### src/rtl/fetch_ctrl.sv
// fetch_ctrl
//   Sequencing controller for the instruction-fetch path of a single-cycle CPU.
//   Decodes the fetched instruction and the ALU zero flag into a 2-bit next-PC
//   select, gates PC updates with a write enable, and runs a four-state FSM
//   covering boot hold, stall and halt/resume. It also keeps debug counters
//   for retired instructions and taken branches/jumps.
//
// Ports
//   clock          in   system clock, rising edge
//   reset          in   asynchronous active-high reset
//   inst[31:0]     in   instruction currently presented by the instruction ROM
//   zero           in   ALU zero flag for the current instruction
//   stall_req      in   level hazard/busy request, holds the PC while high
//   resume         in   single-cycle pulse that leaves HALT
//   pc_sel[1:0]    out  next-PC select: 0 = PC+4, 1 = branch target, 3 = jump target
//   pc_we          out  PC write enable
//   state[1:0]     out  FSM state: BOOT = 0, RUN = 1, STALL = 2, HALT = 3
//   halted         out  registered, high while in HALT
//   retired_count  out  cycles with pc_we = 1 (wraps)
//   taken_count    out  retired taken branches/jumps (saturates)
module fetch_ctrl #(
  parameter int BOOT_CYCLES = 2
) (
  input  logic        clock,
  input  logic        reset,
  input  logic [31:0] inst,
  input  logic        zero,
  input  logic        stall_req,
  input  logic        resume,
  output logic [1:0]  pc_sel,
  output logic        pc_we,
  output logic [1:0]  state,
  output logic        halted,
  output logic [31:0] retired_count,
  output logic [15:0] taken_count
);

  localparam logic [1:0] S_BOOT  = 2'd0;
  localparam logic [1:0] S_RUN   = 2'd1;
  localparam logic [1:0] S_STALL = 2'd2;
  localparam logic [1:0] S_HALT  = 2'd3;

  localparam logic [5:0] OP_BEQ = 6'b000100;
  localparam logic [5:0] OP_BNE = 6'b000101;
  localparam logic [5:0] OP_J   = 6'b000010;
  localparam logic [5:0] OP_JAL = 6'b000011;

  localparam logic [31:0] HALT_INST = 32'h0000_000C;

  localparam logic [1:0] SEL_SEQ    = 2'd0;
  localparam logic [1:0] SEL_BRANCH = 2'd1;
  localparam logic [1:0] SEL_JUMP   = 2'd3;

  localparam logic [7:0] BOOT_LAST = 8'(BOOT_CYCLES - 1);

  // Saturating increment for the taken counter: sticks at all-ones.
  function automatic logic [15:0] sat_inc16(input logic [15:0] v);
    sat_inc16 = (v == 16'hFFFF) ? v : v + 16'd1;
  endfunction

  logic [7:0] boot_cnt;
  logic [1:0] next_state;
  logic [1:0] dec_sel;
  logic       is_halt;

  // Decode: branch/jump select independent of FSM state.
  always_comb begin
    dec_sel = SEL_SEQ;
    is_halt = (inst == HALT_INST);
    case (inst[31:26])
      OP_BEQ:        dec_sel = zero  ? SEL_BRANCH : SEL_SEQ;
      OP_BNE:        dec_sel = !zero ? SEL_BRANCH : SEL_SEQ;
      OP_J, OP_JAL:  dec_sel = SEL_JUMP;
      default:       dec_sel = SEL_SEQ;
    endcase
  end

  // Outputs and next state. Stall outranks halt decode in RUN. In HALT the
  // resume cycle writes the PC with select 0 so it steps past the halt word.
  always_comb begin
    pc_sel     = SEL_SEQ;
    pc_we      = 1'b0;
    next_state = state;
    case (state)
      S_BOOT: begin
        if (boot_cnt == BOOT_LAST) next_state = S_RUN;
      end
      S_RUN: begin
        pc_sel = dec_sel;
        pc_we  = !stall_req && !is_halt;
        if (stall_req)    next_state = S_STALL;
        else if (is_halt) next_state = S_HALT;
      end
      S_STALL: begin
        if (!stall_req) next_state = S_RUN;
      end
      S_HALT: begin
        pc_we = resume;
        if (resume) next_state = S_RUN;
      end
      default: next_state = S_BOOT;
    endcase
  end

  always_ff @(posedge clock or posedge reset) begin
    if (reset) begin
      state         <= S_BOOT;
      halted        <= 1'b0;
      boot_cnt      <= 8'd0;
      retired_count <= 32'd0;
      taken_count   <= 16'd0;
    end else begin
      state  <= next_state;
      halted <= (next_state == S_HALT);
      if (state == S_BOOT) boot_cnt <= boot_cnt + 8'd1;
      if (pc_we) retired_count <= retired_count + 32'd1;
      if (pc_we && (pc_sel != SEL_SEQ)) taken_count <= sat_inc16(taken_count);
    end
  end

endmodule

### config.mk
export PLATFORM = sky130hd
export DESIGN_NAME = fetch_ctrl
export DESIGN_NICKNAME = d
export VERILOG_FILES = /design/src/rtl/fetch_ctrl.sv
export SDC_FILE = /design/constraint.sdc
export NUM_CORES = 1
export LEC_CHECK = 0
export ABC_AREA = 1
export CAP_MARGIN = 0
export CORE_ASPECT_RATIO = 0.75
export CORE_MARGIN = 10
export CORE_UTILIZATION = 39
export CTS_BUF_LIST = sky130_fd_sc_hd__clkbuf_16
export CTS_CLUSTER_DIAMETER = 80
export CTS_CLUSTER_SIZE = 25
export DETAILED_ROUTE_END_ITERATION = 10
export PLACE_DENSITY = 0.64
export SYNTH_ARGS = -nofsm -noshare
export SYNTH_HDL_FRONTEND = slang
export SYNTH_SLANG_ARGS = --single-unit
### constraint.sdc
create_clock -name clock -period 2.04 [get_ports clock]
set_input_delay 0.204 -clock clock [delete_from_list [all_inputs] [get_ports clock]]
set_output_delay 0.204 -clock clock [all_outputs]
set_load 0.01 [all_outputs]
# Word-level counts from Yosys, hierarchy flattened
# Cells that the tools add are included.
# W data, S select, Z words.
[classes]
add_sub_neg = 3
eq_ne = 11
mux = 11
bitwise = 1
reduce_logical = 8
[ops]
columns = ["operator", "n"]
rows = [
  ["$add A32 B1 Y32 const B", 1],
  ["$eq A32 B4 Y1 const B", 1],
  ["$add A16 B1 Y16 const B", 1],
  ["$eq A16 B16 Y1 const B", 1],
  ["$eq A6 B2 Y1 const B", 2],
  ["$eq A6 B3 Y1 const B", 2],
  ["$mux W2", 6],
  ["$add A8 B1 Y8 const B", 1],
  ["$eq A8 B1 Y1 const B", 1],
  ["$pmux W2 S4", 1],
  ["$eq A2 B2 Y1 const B", 3],
  ["$pmux W2 S3", 1],
  ["$eq A2 B1 Y1 const B", 1],
  ["$logic_and A1 B1 Y1", 2],
  ["$logic_not A1 Y1", 2],
  ["$logic_not A2 Y1", 1],
  ["$mux W1", 2],
  ["$pmux W1 S2", 1],
  ["$reduce_and A2 Y1", 1],
  ["$reduce_bool A2 Y1", 1],
  ["$reduce_or A2 Y1", 1],
  ["$not A1 Y1", 1],
]
[word_totals]
ff_bits = 59
inputBits = 37
out_inout_bits = 54

# Depth between registers and ports, before layout
# Gate-level depths: netlist (run 1).
[logic_depth]
ltp_word = 7
depth_mapped = 13
ltp_nobuf = 12

# Worst setup path before layout (run 1)
# OpenSTA, ideal clock, no wires.
[synth_path]
kind = "flip-flop to flip-flop"
from = "register retired_count[0]"
to = "register retired_count[22]"
setup_ps = 116
arrival_time_ps = 1479
required_time_ps = 1924
slack_ps = 445
path_stages_with_launch = 13
path_buffers = 1
path_cell_list = "dfrtp_1 ha_1 nand3_2 inv_2 nand2_4 nor2_4 and3_1 buf_4 nand2_1 nand2_1 nand2_1 nand2_1 nand2_1"
[synth_via]
elab_chain_len = 1
[synth_rtl]
columns = ["element", "line", "rtl"]
rows = [
  ["start, declared", "34", "output logic [31:0] retired_count,"],
  ["start signal, assigned", "116", "if (pc_we) retired_count <= retired_count + 32'd1;"],
  ["$add A32 B1 Y32", "116", ""],
]
# Every way passes these cells.
# A chain may end at the register's enable or synchronous reset.

# Worst setup path in the final report (run 1)
[layout_path]
from = "register state[1]"
to = "output pc_sel[1]"
[layout_via]
elab_chain_len = 2
[layout_rtl]
columns = ["element", "line", "rtl"]
rows = [
  ["start, declared", "32", "output logic [1:0] state,"],
  ["start signal, assigned", "113", "state <= next_state;"],
  ["$eq A2 B1 Y1", "84", "case (state)"],
  ["$mux W2", "84", ""],
  ["end, declared", "30", "output logic [1:0] pc_sel,"],
]
# Every way passes these cells.

==> results of run 1 <==
==> synthesized netlist by cell type <==
library cell               number
sky130_fd_sc_hd__nand2_1      176
sky130_fd_sc_hd__inv_1         81
sky130_fd_sc_hd__dfrtp_1       59
sky130_fd_sc_hd__nor2_1        42
sky130_fd_sc_hd__nand3_1       34
sky130_fd_sc_hd__nand4_1       23
sky130_fd_sc_hd__nor3_1        20
sky130_fd_sc_hd__o21ai_1       18
sky130_fd_sc_hd__xor2_1        17
sky130_fd_sc_hd__xnor2_1       10
sky130_fd_sc_hd__o21ai_0        9
sky130_fd_sc_hd__buf_6          7
sky130_fd_sc_hd__inv_2          6
sky130_fd_sc_hd__nand2_2        5
sky130_fd_sc_hd__nor2_4         5
sky130_fd_sc_hd__a21oi_1        4
sky130_fd_sc_hd__ha_1           4
sky130_fd_sc_hd__nand3_2        4
sky130_fd_sc_hd__nor2_2         4
sky130_fd_sc_hd__buf_2          3
sky130_fd_sc_hd__nor3_2         3
sky130_fd_sc_hd__and3_1         2
sky130_fd_sc_hd__nand2_4        2
sky130_fd_sc_hd__nand3b_1       2
sky130_fd_sc_hd__o21ai_2        2
sky130_fd_sc_hd__a31oi_1        1
sky130_fd_sc_hd__and2_1         1
sky130_fd_sc_hd__buf_4          1
sky130_fd_sc_hd__clkbuf_1       1
sky130_fd_sc_hd__nand3b_4       1
sky130_fd_sc_hd__nor2_8         1
sky130_fd_sc_hd__nor3_4         1
==> logic make-up after synthesis <==
| kind of cell | count (synthesis) |
|---|---|
| XOR/XNOR | 27 |
| AND/OR/NAND/NOR | 326 |
| AO/OA/AOI/OAI | 34 |
| buffers and inverters | 99 |
| flip-flops | 59 |
| adder cells (fa/ha/maj) | 4 |
==> metal layers <==
layer | vias up | GRT usage [%]
met3 | 8 | 6.44
met1 | 1711 | 18.4
li1 | 1922 | -
met5 | - | 0
met4 | 0 | 3.68
met2 | 120 | 22.8
==> power by group through the flow <==
stage,clock network [mW],registers (mW),logic [mW]
4_1_cts,1.45,1.83,1.76
3_3_place_gp,0,1.84,1.70
2_1_floorplan,0,1.85,0.986
5_1_grt,1.51,1.89,1.94
6_report,1.42,1.84,1.73
3_5_place_dp,0,1.85,1.76
==> worst min path at each step <==
| stage | end | start | depth (start not counted) | slack [ps] |
|---|---|---|---|---|
| 2_1_floorplan | state[1] | stall_req | 2 | 370 |
| 4_1_cts | boot_cnt[0] | reset | 3 | 290 |
| 3_3_place_gp | boot_cnt[7] | boot_cnt[7] | 1 | 470 |
| 5_1_grt | boot_cnt[0] | reset | 3 | 310 |
| 3_5_place_dp | boot_cnt[7] | boot_cnt[7] | 1 | 460 |
| 6_report | boot_cnt[2] | reset | 3 | 270 |
==> critical path, stage by stage, from the launching register on <==
cell,delay (ps)
sky130_fd_sc_hd__dfrtp_1,450
sky130_fd_sc_hd__nor2_2,190
sky130_fd_sc_hd__nand3_1,150
sky130_fd_sc_hd__inv_1,80
sky130_fd_sc_hd__clkdlybuf4s50_1,530
==> final cells by class <==
| cell class | instances | area share (%) |
|---|---|---|
| Clock buffer | 9 | 4.33 |
| Clock inverter | 7 | 1.03 |
| Timing Repair Buffer | 97 | 18.3 |
| Tap cell | 132 | 3.17 |
| Multi-Input combinational cell | 391 | 38.4 |
| Sequential cell | 59 | 28.4 |
| Inverter | 87 | 6.28 |
==> registers in the layout (all words and copies together), names as in the netlist <==
signal         cells
halted             1
taken_count       16
state              2
boot_cnt           8
retired_count     32
==> stage by stage <==
step	util, %	setup TNS [ps]	power, mW	instance area, sq um
6_report	53.7	0	4.98	5200
5_1_grt	53.7	-6.77	5.34	5200
4_1_cts	53.6	0	5.04	5190
3_5_place_dp	50.7	-42.4	3.60	4910
3_3_place_gp	50.7	-7.67	3.54	4910
2_1_floorplan	-	0	2.84	3900
==> repair_timing <==
item                                    CTS  global route
setup buffers                             0             0
pin swaps                                 0             0
endpoints found under the hold margin     0             0
endpoints found under the setup margin    2             2
gates resized for setup                   2             3
==> out/summary.txt, run 1 <==
FLOORPLANNING
----------------------------------------------------------------------------------
Horizontal die dimension                                                    135 um
Std cell rows                                                                   31
Die boundary height                                                         107 um
Die outline area                                                      0.0144 sq mm
Core region area                                                      0.00970 sq mm
IO Count                                                                        91
Initial core utilization                                                     40.2%

CRITICAL PATH
----------------------------------------------------------------------------------
Number of cell instances on the worst register-to-register path                  8
Startpoint of the worst setup timing path                                 state[1]
FF-to-FF setup slack                                                        250 ps
Critical path capture point                                              pc_sel[1]
Worst Path Required                                                        1840 ps
Capturing point of the worst reg2reg path                             taken_count[14]
Start-to-end type of the worst setup path                                  reg2out
Crit start category                                                      flip-flop
Crit-path max FO                                                                 6
Launching point of the worst reg2reg path                             taken_count[0]
Arrival time reported for the critical path endpoint                       1720 ps
Worst Setup End Kind                                                    output pin

TIMING
----------------------------------------------------------------------------------
Final clock skew                                                           11.1 ps
Hold Worst Slack                                                            272 ps
Final-report setup violation count                                               0
Final critical path time including I/O delays and setup                    1920 ps
Final hold violation count                                                       0
Final critical-path share of the clock period                                94.1%
Maximum frequency from static timing analysis                              521 MHz
Worst Tran Pin Value                                                        441 ps
Count of pins over their slew limit                                              0
Worst path setup slack after routing                                        120 ps
Tightest slew margin relative to the limit                                   70.4%

DRT
----------------------------------------------------------------------------------
Routed wire length on met2                                                 4600 um
Aggregate routed wire length                                              10400 um
DRC errors left                                                                  0
Detailed router's first-iteration violation count                              186
Met3 routed WL                                                             1070 um
Pre-antenna DRT Iters                                                            4
Vias/cell                                                                     4.81
Routed metal-1 wire length                                                 4670 um
Post-route antenna net violation count                                           0
Vias                                                                          3761
WL/cell                                                                    13.4 um
Uppermost metal layer occupied by signal nets                                 met4

SYNTHESIS
----------------------------------------------------------------------------------
Share of the synthesized area in the top cell type                           37.8%
Proportion of synthesized area in mux cells                                     0%
Syn Area/Cell                                                           7.11 sq um
Top post-synthesis cells by area                                      sky130_fd_sc_hd__dfrtp_1 38%, sky130_fd_sc_hd__nand2_1 17%, sky130_fd_sc_hd__inv_1 7.8%
Number of cells produced by synthesis                                          549
Post-synthesis xor/xnor area fraction                                        6.06%
Complex-gate fraction of the synthesized area                                4.59%
Number of synthesized register bits                                             59
Library cells used by synthesis                                                 32
Main combinational cell family by area after synthesis                simple AND/OR/NAND/NOR gates
Synthesized net count                                                          590
Synthesis Warnings                                                               0
Simple-gate portion of the synthesized area                                  39.2%
Summed instance area of the synthesized netlist                       0.00390 sq mm
Register area share after synthesis                                          37.8%
Cell type with the highest aggregate area in the netlist              sky130_fd_sc_hd__dfrtp_1
Post-Synth Adder-Cell Area                                                   1.28%

PLACEMENT
----------------------------------------------------------------------------------
Worst setup slack after placement                                         -42.4 ps
Instance count after placement with tap cells included                         766
Routability congestion estimate from global placement                        0.859
Half-perimeter wire length after placement                                 8040 um
Number of buffers inserted by port buffering                                    90

OUTCOME
----------------------------------------------------------------------------------
Run status                                                            complete, no violations

FINISH
----------------------------------------------------------------------------------
Area occupied by multi-input gates                                    0.00200 sq mm
Fill cells                                                                     949
Count of antenna diodes in the layout                                            0
Share of cells above drive strength 1                                        8.62%
Reg area                                                              0.00148 sq mm
Most frequent cells in the layout                                     176 x sky130_fd_sc_hd__nand2_1, 88 x sky130_fd_sc_hd__clkdlybuf4s50_1, 84 x sky130_fd_sc_hd__inv_1, 58 x sky130_fd_sc_hd__dfrtp_1, 41 x sky130_fd_sc_hd__nor2_1
Signed area change from the synthesized netlist to the final layout          33.4%
Post-layout nets                                                               686
Number of cells in the finished layout apart from fillers                      782
Leading cell type in the layout, fill and taps excluded               sky130_fd_sc_hd__nand2_1

HOLD PATH
----------------------------------------------------------------------------------
Worst hold path class                                                     in2async

GLOBAL ROUTE
----------------------------------------------------------------------------------
Wire length of the first global-routing pass                              17700 um
Maximum number of pins on one net before global-route repair                    33
Number of antenna violations at the first check in global routing                0
Global-route congestion overflow total                                           0
Via count of the first global-routing pass                                    3689
Total Routing Usage GR                                                       14.7%

CLOCK NETWORK
----------------------------------------------------------------------------------
Clock sinks                                                                     59
Number of hold-repair buffers added at the cts stage                             0
TritonCTS clock tree                                                         built
Reg clk slew, reported paths                                                 50 ps
Clock network latency to the later pin of the worst-skew pair               320 ps
Max clock buf depth                                                              2
CTS HTree Levels                                                                 3
CTS Buf Count                                                                    9
Root Buffer Master                                                    sky130_fd_sc_hd__clkbuf_16

POWER AND IR DROP
----------------------------------------------------------------------------------
Combinational fraction of design power                                       34.7%
Psw                                                                        1.82 mW
Switching Share                                                              36.5%
Clock power share                                                            28.5%
Reg power frac                                                               36.8%
Internal Power                                                             3.16 mW
Cell Pwr Density                                                       957 mW/mm^2
Worst vdd ir                                                              0.378 mV
Leak                                                                       2.46 nW

JOB
----------------------------------------------------------------------------------
# Max-Cap Violations                                                             0

Note: power is estimated with default switching activity, not from simulation.
==> run 2, diff against run 1 <==
--- a/config.mk
+++ b/config.mk
@@ -14,6 +14,7 @@
 export CTS_CLUSTER_DIAMETER = 80
 export CTS_CLUSTER_SIZE = 25
 export DETAILED_ROUTE_END_ITERATION = 10
+export GPL_ROUTABILITY_DRIVEN = 1
 export PLACE_DENSITY = 0.64
 export SYNTH_ARGS = -nofsm -noshare
 export SYNTH_HDL_FRONTEND = slang
==> results of run 2 <==
No change in the layout: final DEF, timing and power equal those of run 1.
